## config.mk

```make
export PLATFORM = sky130hd
export DESIGN_NAME = shared_adder_arbiter
export DESIGN_NICKNAME = d
export VERILOG_FILES = /design/src/rtl/shared_adder_arbiter.sv
export SDC_FILE = /design/constraint.sdc
export NUM_CORES = 1
export LEC_CHECK = 0
export ABC_AREA = 1
export CAP_MARGIN = 20
export CORE_MARGIN = 2
export CORE_UTILIZATION = 44
export DETAILED_ROUTE_END_ITERATION = 7
export DONT_BUFFER_PORTS = 1
export PLACE_DENSITY = 0.6
export SLEW_MARGIN = 25
export SYNTH_ARGS = -nofsm -noshare
export SYNTH_HDL_FRONTEND = slang
export SYNTH_SLANG_ARGS = --single-unit
```

## constraint.sdc

```tcl
create_clock -name clk_i -period 1.77 [get_ports clk_i]
set_input_delay 0.354 -clock clk_i [delete_from_list [all_inputs] [get_ports clk_i]]
set_output_delay 0.354 -clock clk_i [all_outputs]
set_load 0.01 [all_outputs]
```

## src/rtl/shared_adder_arbiter.sv

```systemverilog
// Round-robin arbiter that time-shares one ripple-carry adder among NREQ requesters; SHARED_ADDER_SAT_EN saturates the sum on carry-out.
// Latency: result valid one cycle after the accepting edge; one operation in flight, peak one op per 3 cycles.
// Backpressure: the result is held until rsp_ready_i; no new grant is issued until the response handshake completes.
module shared_adder_arbiter #(
  parameter int NREQ  = 4,
  parameter int WIDTH = 4,
  localparam int ID_W = $clog2(NREQ)
) (
  input  logic                  clk_i,
  input  logic                  rst_n_i,
  input  logic                  ena_i,
  input  logic [NREQ-1:0]       req_valid_i,
  input  logic [NREQ*WIDTH-1:0] req_a_i,
  input  logic [NREQ*WIDTH-1:0] req_b_i,
  output logic [NREQ-1:0]       req_ready_o,
  output logic                  rsp_valid_o,
  input  logic                  rsp_ready_i,
  output logic [WIDTH-1:0]      rsp_sum_o,
  output logic                  rsp_cout_o,
  output logic [ID_W-1:0]       rsp_id_o,
  output logic                  busy_o
);

  typedef enum logic [1:0] {IDLE, ADD, RESP} state_t;

  typedef struct packed {
    logic [ID_W-1:0]  id;
    logic             cout;
    logic [WIDTH-1:0] sum;
  } rsp_t;

  state_t           state_q;
  logic [ID_W-1:0]  rr_ptr_q;
  logic [WIDTH-1:0] a_q, b_q;
  logic [ID_W-1:0]  id_q;
  rsp_t             rsp_q, rsp_d;
  logic             rsp_valid_q;
  logic             busy_q;

  logic             found;
  logic [ID_W-1:0]  winner;
  logic [NREQ-1:0]  grant;
  logic             accept;
  logic [ID_W-1:0]  ptr_next;
  logic [WIDTH-1:0] sum_c;
  logic             carry;

  // First valid requester scanning upward from rr_ptr_q, wrapping at NREQ.
  always_comb begin
    found  = 1'b0;
    winner = '0;
    for (int k = 0; k < NREQ; k++) begin
      int idx;
      idx = int'(rr_ptr_q) + k;
      if (idx >= NREQ) idx = idx - NREQ;
      if (!found && req_valid_i[idx]) begin
        found  = 1'b1;
        winner = ID_W'(idx);
      end
    end
  end

  assign accept   = (state_q == IDLE) && ena_i && found;
  assign grant    = accept ? (NREQ'(1) << winner) : '0;
  assign ptr_next = (winner == ID_W'(NREQ - 1)) ? '0 : winner + ID_W'(1);

  // Reset also masks the combinational grant so nothing transfers while held in reset.
  assign req_ready_o = grant & {NREQ{rst_n_i}};

  // The single shared adder: explicit ripple chain, carry-in 0.
  always_comb begin
    carry = 1'b0;
    sum_c = '0;
    for (int k = 0; k < WIDTH; k++) begin
      sum_c[k] = a_q[k] ^ b_q[k] ^ carry;
      carry    = (a_q[k] & b_q[k]) | (carry & (a_q[k] ^ b_q[k]));
    end
  end

  always_comb begin
    rsp_d.id   = id_q;
    rsp_d.cout = carry;
`ifdef SHARED_ADDER_SAT_EN
    rsp_d.sum  = carry ? {WIDTH{1'b1}} : sum_c;
`else
    rsp_d.sum  = sum_c;
`endif
  end

  always_ff @(posedge clk_i or negedge rst_n_i) begin
    if (!rst_n_i) begin
      state_q     <= IDLE;
      rr_ptr_q    <= '0;
      a_q         <= '0;
      b_q         <= '0;
      id_q        <= '0;
      rsp_q       <= '0;
      rsp_valid_q <= 1'b0;
      busy_q      <= 1'b0;
    end else begin
      case (state_q)
        IDLE: begin
          if (accept) begin
            a_q      <= req_a_i[int'(winner)*WIDTH +: WIDTH];
            b_q      <= req_b_i[int'(winner)*WIDTH +: WIDTH];
            id_q     <= winner;
            rr_ptr_q <= ptr_next;
            busy_q   <= 1'b1;
            state_q  <= ADD;
          end
        end
        ADD: begin
          rsp_q       <= rsp_d;
          rsp_valid_q <= 1'b1;
          state_q     <= RESP;
        end
        RESP: begin
          if (rsp_ready_i) begin
            rsp_valid_q <= 1'b0;
            busy_q      <= 1'b0;
            state_q     <= IDLE;
          end
        end
        default: begin
          rsp_valid_q <= 1'b0;
          busy_q      <= 1'b0;
          state_q     <= IDLE;
        end
      endcase
    end
  end

  assign rsp_valid_o = rsp_valid_q;
  assign rsp_sum_o   = rsp_q.sum;
  assign rsp_cout_o  = rsp_q.cout;
  assign rsp_id_o    = rsp_q.id;
  assign busy_o      = busy_q;

endmodule

```

==> results of run 1 <==
sequential cells by signal, indices dropped and copies added, names as in the netlist:
signal,flops
rsp_cout_o,1
busy_o,1
rsp_valid_o,1
rsp_sum_o,4
id_q,2
rr_ptr_q,2
rsp_id_o,2
b_q,4
state_q,2
a_q,4
per-layer routing:
| metal | share of wire (%) | wire length [µm] |
|---|---|---|
| met3 | 5.8 | 230 |
| met1 | 48 | 1910 |
| met2 | 46 | 1820 |
| met4 | 0.73 | 29 |
| met5 | 0 | 0 |
stage by stage:
| step | instances | setup slack [ps] | hold WS (ps) | total power, µW |
|---|---|---|---|---|
| after floorplan | 223 | -185 | 58.4 | 3270 |
| after global placement | 277 | -179 | 58.9 | 3750 |
| after detailed placement | 277 | -204 | 58.9 | 3790 |
| after CTS | 288 | -447 | 264 | 4420 |
| after global routing | 291 | -606 | 83.0 | 5040 |
| final | 291 | -464 | 66.6 | 4600 |
layout by cell type (no fill, tap or decap), types with 3 or more instances in the layout:
cell,instances
nand3_1,35
mux2_2,3
inv_1,22
nor2_4,6
nand2_1,56
buf_6,3
nand3b_1,9
nand3_2,3
buf_4,19
nand2_2,22
dfrtp_1,22
clkbuf_8,3
o21ai_1,5
o21ai_0,4
inv_2,4
nand2_4,3
cells by family (layout without fill, tap and decap cells):
group,after synthesis,after routing,synth area share (%)
simple gates,141,142,42.9
buf+inv,38,57,11.5
flops,23,23,34.4
compound gates,13,13,4.11
fa+ha+maj,5,5,5.08
mux,3,3,2.02
repair_timing:
| action | 4_1_cts | 5_1_grt |
|---|---|---|
| cloned | 1 | 0 |
| endpoints found under the hold margin | 23 | 0 |
| pin swaps | 11 | 11 |
| gates resized for setup | 21 | 9 |
| buffers inserted | 5 | 3 |
| hold buffers | 1 | 0 |
| setup endpoints to repair | 15 | 19 |
where the power goes:
group          switching, µW  total, µW  internal [µW]
Clock                    172        333            161
Combinational           1930       3260           1320
Sequential               224       1020            791
Total                   2330       4600           2270
layout make-up:
class                           count  area, µm²  share of cell area [%]
Multi-Input combinational cell    163        998                    50.0
Clock buffer                        4       45.0                    2.26
Timing Repair Buffer               24        196                    9.84
Inverter                           29        119                    5.96
Tap cell                           48       60.1                    3.01
Sequential cell                    23        577                    28.9
worst max-delay path by stage:
stage	startpoint	endpoint	slack, ps
after floorplan	rr_ptr_q[0]	req_ready_o[3]	-190
after detailed placement	rr_ptr_q[1]	req_ready_o[3]	-200
after CTS	rr_ptr_q[0]	req_ready_o[3]	-450
after global routing	rr_ptr_q[0]	req_ready_o[0]	-610
after global placement	rr_ptr_q[1]	req_ready_o[2]	-180
final	rr_ptr_q[0]	req_ready_o[3]	-460
==> results.sh, run 1 <==
export IMPL_grt_first_pass_wirelength_mm=6.33
export IMPL_h_tree_depth=1
export IMPL_fin_ws_ps=-464
export IMPL_synth_seq_cells=23
export IMPL_core_region_area_um2=3660
export IMPL_die_y_um=65.7
export IMPL_r2r_end="a_q[1]"
export IMPL_wl_per_cell_um=13.7
export IMPL_violations="negative setup slack"
export IMPL_grt_max_degree=24
export IMPL_p_per_area_nw_per_um2=2310
export IMPL_slew_headroom_pct=63.1
export IMPL_fin_util_pct=54.5
export IMPL_vias=1492
export IMPL_dp_hpwl_mm=2.81
export IMPL_slew_viol_final=0
export IMPL_routed_wl_mm=4.00
export IMPL_cap_violations=0
export IMPL_numCtsBuffers=3
export IMPL_path_common_cell="nand2_2"
export IMPL_use_met2_pct=28.9
export IMPL_synthToLayoutAreaGrowth_pct=19.1
export IMPL_yosys_top_cells_count="65 x nand2_1, 35 x nand3_1, 24 x inv_1"
export IMPL_place_gp_congestion=0.773
export IMPL_ios=53
export IMPL_met1_usage_pct=27.0
export IMPL_r2r_start="rr_ptr_q[0]"
export IMPL_final_layout_size_suffix_gt1_share_pct=32.9
export IMPL_fin_crit_sh_pct=126
export IMPL_vias_per_cell=5.13
export IMPL_required_ps=1420
export IMPL_grt_busiest_layer="met2"
export IMPL_cts_root_buf="clkbuf_8"
export IMPL_numPortBuffers=0
export IMPL_fmax_mhz=448
export IMPL_finalHoldViolations=0
export IMPL_worstPathCellList="inv_2 > buf_6 > nand2_2 > nand2_2 > nand2_2 > nand2_2 > nor2_4 > nand3_1 > nand2_2 > nor2_4 > inv_4 > ha_4 > inv_2 > nor2_4"
export IMPL_arrival_ps=1880
export IMPL_ff2ff_path_depth=14
export IMPL_synth_async_reset_ratio_pct=100
export IMPL_fin_area_um2=2000
export IMPL_path_depth=14
export IMPL_syn_area_per_cell_um2=7.51
export IMPL_startpoint_type="flop"
export IMPL_setup_tns_ps=-3130
export IMPL_grtUsageMet3_pct=4.62
export IMPL_cts_tree="done"
export IMPL_hold_path_class="input port to asynchronous set/reset pin"
export IMPL_dieArea_um2=4320
export IMPL_cts_buffer_depth=2
export IMPL_grt_antenna_before_repair=0
export IMPL_ant_nets=0
export IMPL_die_w_um=65.7
export IMPL_rsz0062_at_grt="yes"
export IMPL_grt_use_total_pct=19.1
export IMPL_rrSetupSlack_ps=-180
export IMPL_seq_area_frac_synth_pct=34.4
export IMPL_synth_top_area_share_pct=34.4
export IMPL_clk_pin_slew_ps=80
export IMPL_syn_num_nets=268
export IMPL_drc=0
export IMPL_yosysWarnings=0
export IMPL_syn_inst=223
export IMPL_path_buf_inv=4
export IMPL_crit_family="simple AND/OR/NAND/NOR gates"
export IMPL_fin_skew_ps=3.62
export IMPL_yosysMostFrequentCell="nand2_1"
export IMPL_rows=22
export IMPL_cts_sinks=23
export IMPL_nNetsFinal=289
export IMPL_fill_cells=346
export IMPL_yosys_area_top_type="dfrtp_1"
export IMPL_synthTopCellsByArea="dfrtp_1 34%, nand2_1 15%, nand3_1 10%, inv_1 5.4%, nand2_2 5.2%"
export IMPL_start_util_pct=45.8
export IMPL_cpPeakStageDelay_ps=400
export IMPL_grt_ovfl_total=0
export IMPL_fin_crit_ps=2230
export IMPL_cp_end_kind="output pin"
export IMPL_synthFlopType="dfrtp_1"
export IMPL_setup_violations=16
export IMPL_dr_first_iter_drc_count=78
export IMPL_tightest_slew_ps=554
export IMPL_synth_edf_count=0
export IMPL_status="finished, violations left"
export IMPL_grt_pass1_vias=1383
export IMPL_diodes=0
export IMPL_synthesis_area_um2=1680
export IMPL_p_leak_uw=0.000992
export IMPL_critPathMaxFanout=6
export IMPL_clk_insertion_delay_late_ps=270
export IMPL_peakVddDrop_v=0.00166
export IMPL_ys_types=29
export IMPL_cp_slowest_cell="dfrtp_1"
export IMPL_place_area_um2=1790
export IMPL_path_class="flop to output pin"
export IMPL_drtPass1Iterations=4
(Power assumes the default switching activity.)
==> inputs of run 2 (changes only) <==
- REMOVE_ABC_BUFFERS: default -> 1
- SLEW_MARGIN: 25 -> 0
==> run 2 against run 1 <==
The flow still finishes with violations (negative setup slack). Critical path depth shrank 3. Worst hold slack gained 210 ps. Register-to-register slack gained 60 ps. Total power grew 5.8%. Core utilization grew 2.5 points. First-iteration DRC count shrank 31%. Final cell count grew 1.4%. Via count shrank 0.20%. Combinational power grew 7.7%. Clock skew grew 0.55 ps. Setup slack lost 64 ps. Sequential power is essentially flat. Critical path type unchanged. Largest cell class unchanged. Largest power group unchanged.
==> results.sh, run 2 (synthesis results as in run 1) <==
export IMPL_fin_skew_ps=4.17
export IMPL_place_gp_congestion=0.850
export IMPL_tightest_slew_ps=411
export IMPL_setup_tns_ps=-2950
export IMPL_grt_use_total_pct=20.8
export IMPL_vias_per_cell=5.05
export IMPL_finalHoldViolations=0
export IMPL_p_leak_uw=0.00104
export IMPL_diodes=0
export IMPL_arrival_ps=1940
export IMPL_required_ps=1420
export IMPL_path_common_cell="nand2_2"
export IMPL_p_per_area_nw_per_um2=2330
export IMPL_ant_nets=0
export IMPL_fin_crit_sh_pct=130
export IMPL_grt_ovfl_total=0
export IMPL_layout_commonest_cell="nand2_1"
export IMPL_dp_slack_ps=-305
export IMPL_final_layout_size_suffix_gt1_share_pct=36.4
export IMPL_cp_end_kind="output pin"
export IMPL_rows=22
export IMPL_fmax_mhz=435
export IMPL_ff2ff_path_depth=14
export IMPL_r2r_end="a_q[1]"
export IMPL_cp_slowest_cell="dfrtp_2"
export IMPL_dr_first_iter_drc_count=54
export IMPL_r2r_start="rr_ptr_q[0]"
export IMPL_grt_antenna_before_repair=0
export IMPL_start_util_pct=45.8
export IMPL_clk_pin_slew_ps=80
export IMPL_wl_per_cell_um=13.8
export IMPL_min_to="state_q[1]"
export IMPL_dieArea_um2=4320
export IMPL_h_tree_depth=1
export IMPL_numCtsBuffers=3
export IMPL_grt_max_degree=24
export IMPL_cpPeakStageDelay_ps=480
export IMPL_cts_root_buf="clkbuf_8"
export IMPL_clk_insertion_delay_late_ps=270
export IMPL_startpoint_type="flop"
export IMPL_rrSetupSlack_ps=-120
export IMPL_drtPass1Iterations=4
export IMPL_fin_area_um2=2090
export IMPL_fin_crit_ps=2300
export IMPL_rsz0062_at_grt="yes"
export IMPL_critPathMaxFanout=6
export IMPL_min_from="rsp_ready_i"
export IMPL_ios=53
export IMPL_path_class="flop to output pin"
export IMPL_fin_ws_ps=-528
export IMPL_nNetsFinal=293
export IMPL_peakVddDrop_v=0.00262
export IMPL_setup_violations=15
export IMPL_numPortBuffers=0
export IMPL_slew_viol_final=0
export IMPL_die_y_um=65.7
export IMPL_die_w_um=65.7
export IMPL_vias=1489
export IMPL_grt_pass1_vias=1486
export IMPL_core_region_area_um2=3660
export IMPL_cts_buffer_depth=2
export IMPL_dp_hpwl_mm=2.73
export IMPL_grt_first_pass_wirelength_mm=6.84
export IMPL_violations="negative setup slack"
export IMPL_hold_path_class="input port to flop"
export IMPL_cts_tree="done"
export IMPL_mostFrequentLayoutCells="53 x nand2_1, 35 x nand3_1, 22 x nand2_2, 22 x inv_1, 21 x dfrtp_1"
export IMPL_synthToLayoutAreaGrowth_pct=24.6
export IMPL_routed_wl_mm=4.08
export IMPL_drc=0
export IMPL_slew_headroom_pct=72.6
export IMPL_min_delay_path_depth=3
export IMPL_cap_violations=0
export IMPL_status="finished, violations left"
export IMPL_worstPathCellList="buf_6 > nand2_1 > nand2_2 > nand2_2 > nand2_2 > nor2_4 > nand3_2 > nand2_4 > nand2_4 > buf_4 > nor3_4"
export IMPL_place_area_um2=1770
export IMPL_cts_sinks=23
==> run 2: timing repair <==
| action | 4_1_cts | 5_1_grt |
|---|---|---|
| pin swaps | 11 | 5 |
| endpoints found under the setup margin | 17 | 19 |
| resized for setup | 37 | 11 |
| buffers inserted | 9 | 1 |
| hold endpoints to repair | 23 | 0 |
| hold buffers | 1 | 0 |
| cloned | 1 | 0 |
==> run 2: worst max path at each step <==
| stage | slack (ps) | cells after the start | start | end |
|---|---|---|---|---|
| floorplan | -420 | 13 | rr_ptr_q[0] | req_ready_o[3] |
| global placement | -260 | 12 | rr_ptr_q[0] | req_ready_o[3] |
| detailed placement | -310 | 11 | rr_ptr_q[0] | req_ready_o[1] |
| CTS | -490 | 11 | rr_ptr_q[0] | req_ready_o[1] |
| global route | -650 | 10 | rr_ptr_q[0] | req_ready_o[1] |
| finish | -530 | 11 | rr_ptr_q[0] | req_ready_o[1] |
==> run 2: layout make-up <==
class	count	area, µm²
fill	352	1570
multi-input combinational	163	1030
tap	48	60.1
inverter	29	114
clock inverter	1	5.00
sequential	23	578
clock buffer	3	41.3
timing repair buffer	28	255
==> run 2: per-layer routing <==
metal	wire length (µm)	track usage, %
met1	1960	29.4
met5	0	0
met2	1910	32.8
met3	200	3.08
met4	14	6.25
==> run 2: critical path: cells and delay by family, from the launching register on <==
| kind | cells | cell delay [ps] |
|---|---|---|
| buffers and inverters | 2 | 300 |
| flip-flops | 1 | 480 |
| AND/OR/NAND/NOR | 9 | 890 |
==> run 2: power by group <==
part | leakage, µW | total [µW] | internal, µW | switching (µW)
sequential | 0.000284 | 1030 | 793 | 234
clock | 0.0000255 | 337 | 158 | 180
combinational | 0.000728 | 3510 | 1480 | 2030
==> run 2: through the flow <==
step	util, %	power (µW)	instances	hold WS [ps]
floorplan	-	2870	214	58.4
global placement	48.5	3750	278	58.9
detailed placement	48.5	3780	278	58.9
CTS	55.2	4740	293	257
global route	57.0	5380	295	298
finish	57.0	4870	295	281
==> inputs of run 3 (changes only) <==
- MAX_ROUTING_LAYER: default -> met4
==> run 3 against run 2 <==
The run still ends with negative setup slack left. Worst hold slack better by 1.4 ps. First-iteration DRC count unchanged. Combinational power shrank 1%. Final area barely moved. Total power shrank 1.0%. Clock skew is 3.4 ps higher. Global-route usage is 0.83 points lower. Setup slack lost 3.2 ps. Routed wire length about the same. Flip-flop and latch count stayed put. Core utilization about the same. Via count shrank 1.1%. Critical path type unchanged.
==> results.sh, run 3 (synthesis results as in run 1) <==
export IMPL_start_util_pct=45.8
export IMPL_vias=1472
export IMPL_numCtsBuffers=3
export IMPL_timing_hold_ws_ps=282
export IMPL_rows=22
export IMPL_arrival_ps=1950
export IMPL_slew_viol_final=0
export IMPL_tightest_slew_ps=445
export IMPL_grt_use_total_pct=20.0
export IMPL_mostFrequentLayoutCells="53 x nand2_1, 28 x nand3_1, 25 x nand2_2, 22 x dfrtp_1, 21 x inv_1"
export IMPL_wl_per_cell_um=14.0
export IMPL_cts_root_buf="clkbuf_8"
export IMPL_dp_hpwl_mm=2.70
export IMPL_setup_violations=16
export IMPL_cts_buffer_depth=2
export IMPL_clk_insertion_delay_late_ps=270
export IMPL_h_tree_depth=1
export IMPL_diodes=0
export IMPL_peakVddDrop_v=0.00232
export IMPL_dr_first_iter_drc_count=54
export IMPL_fin_crit_sh_pct=130
export IMPL_numPortBuffers=0
export IMPL_drtPass1Iterations=5
export IMPL_final_cells=291
export IMPL_layout_commonest_cell="nand2_1"
export IMPL_drc=0
export IMPL_place_inst=277
export IMPL_cp_slowest_cell="dfrtp_2"
export IMPL_grt_max_degree=24
export IMPL_fin_area_um2=2090
export IMPL_cpPeakStageDelay_ps=460
export IMPL_cts_sinks=23
export IMPL_place_area_um2=1770
export IMPL_dieArea_um2=4320
export IMPL_dp_slack_ps=-297
export IMPL_cap_violations=0
export IMPL_worstPathCellList="buf_4 > nand2_2 > nand3_4 > nand2_4 > nor2_4 > nand3_1 > nand2_2 > nor2_4 > inv_2 > buf_6 > nor3_4"
export IMPL_ios=53
export IMPL_fin_crit_ps=2300
export IMPL_synthToLayoutAreaGrowth_pct=24.6
export IMPL_core_region_area_um2=3660
export IMPL_ant_nets=0
export IMPL_die_y_um=65.7
export IMPL_status="finished, violations left"
export IMPL_critPathMaxFanout=5
export IMPL_fin_skew_ps=7.55
export IMPL_slew_headroom_pct=70.3
export IMPL_hold_path_class="input port to flop"
export IMPL_p_leak_uw=0.00101
export IMPL_required_ps=1420
export IMPL_routed_wl_mm=4.08
export IMPL_path_class="flop to output pin"
export IMPL_cts_tree="done"
export IMPL_rsz0062_at_grt="yes"
export IMPL_final_layout_size_suffix_gt1_share_pct=38.3
export IMPL_nNetsFinal=289
export IMPL_grt_pass1_vias=1393
export IMPL_grt_antenna_before_repair=0
export IMPL_startpoint_type="flop"
export IMPL_vias_per_cell=5.06
export IMPL_finalHoldViolations=0
export IMPL_clk_pin_slew_ps=90
export IMPL_grt_ovfl_total=0
export IMPL_total_power_uw=4820
export IMPL_fmax_mhz=435
export IMPL_violations="negative setup slack"
export IMPL_grt_first_pass_wirelength_mm=6.41
export IMPL_p_per_area_nw_per_um2=2310
export IMPL_place_gp_congestion=0.868
export IMPL_fin_ws_ps=-531
export IMPL_die_w_um=65.7
export IMPL_cp_end_kind="output pin"
## run 3: cell types whose count changed in the layout (fill, tap and decap cells not counted), sizes merged
cell,change
buf,-5
clkbuf,+1
## run 3: area by class of cell
| cell class | count | area (µm²) |
|---|---|---|
| fillers | 338 | 1570 |
| multi-input cells | 163 | 1070 |
| flip-flops and latches | 23 | 577 |
| repair buffers | 24 | 215 |
| inverters | 29 | 119 |
| well taps | 48 | 60.1 |
| clock buffers | 3 | 41.3 |
| clock inverters | 1 | 5.00 |
## run 3: final timing paths
path,depth (start not counted),slack (ps),end,from
worst max-delay path,11,-530,req_ready_o[1],rr_ptr_q[0]
worst min-delay path,3,280,state_q[1],rsp_ready_i
worst max register to register,12,-160,b_q[1],rr_ptr_q[0]
worst min register to register,2,490,id_q[0],id_q[0]
max in group asynchronous,2,1020,b_q[3],rst_n_i
min in group asynchronous,1,350,rsp_valid_o,rst_n_i
## run 3: power by group
part / switching [µW] / internal, µW / leakage [µW]
Sequential: 234 / 791 / 0.000285
Combinational: 2060 / 1410 / 0.000698
Clock: 177 / 157 / 0.0000255
Total: 2470 / 2360 / 0.00101
## run 3: per-stage QoR
step / util (%) / setup TNS, ps
detailed placement: 48.3 / -3050
floorplan: - / -1930
global placement: 48.3 / -2580
global route: 57.0 / -4930
CTS: 53.2 / -2540
finish: 57.0 / -3240
## run 3: critical path: cells and delay by family, from the launching register on
family        cells  cell delay (ps)
flops             1              460
buf+inv           3              360
simple gates      8              860
## run 3: routing by layer
metal / wire length, µm / GRT usage [%]
met5: 0 / -
met4: 20 / 4.69
met3: 226 / 2.74
met2: 1870 / 29.9
met1: 1960 / 28.7
## run 3: repair_timing
action | CTS | global route
cloned | 1 | 0
pin swaps | 6 | 23
hold endpoints to repair | 23 | 0
hold buffers | 1 | 0
resized for setup | 25 | 30
setup endpoints to repair | 17 | 19
buffers inserted | 6 | 3
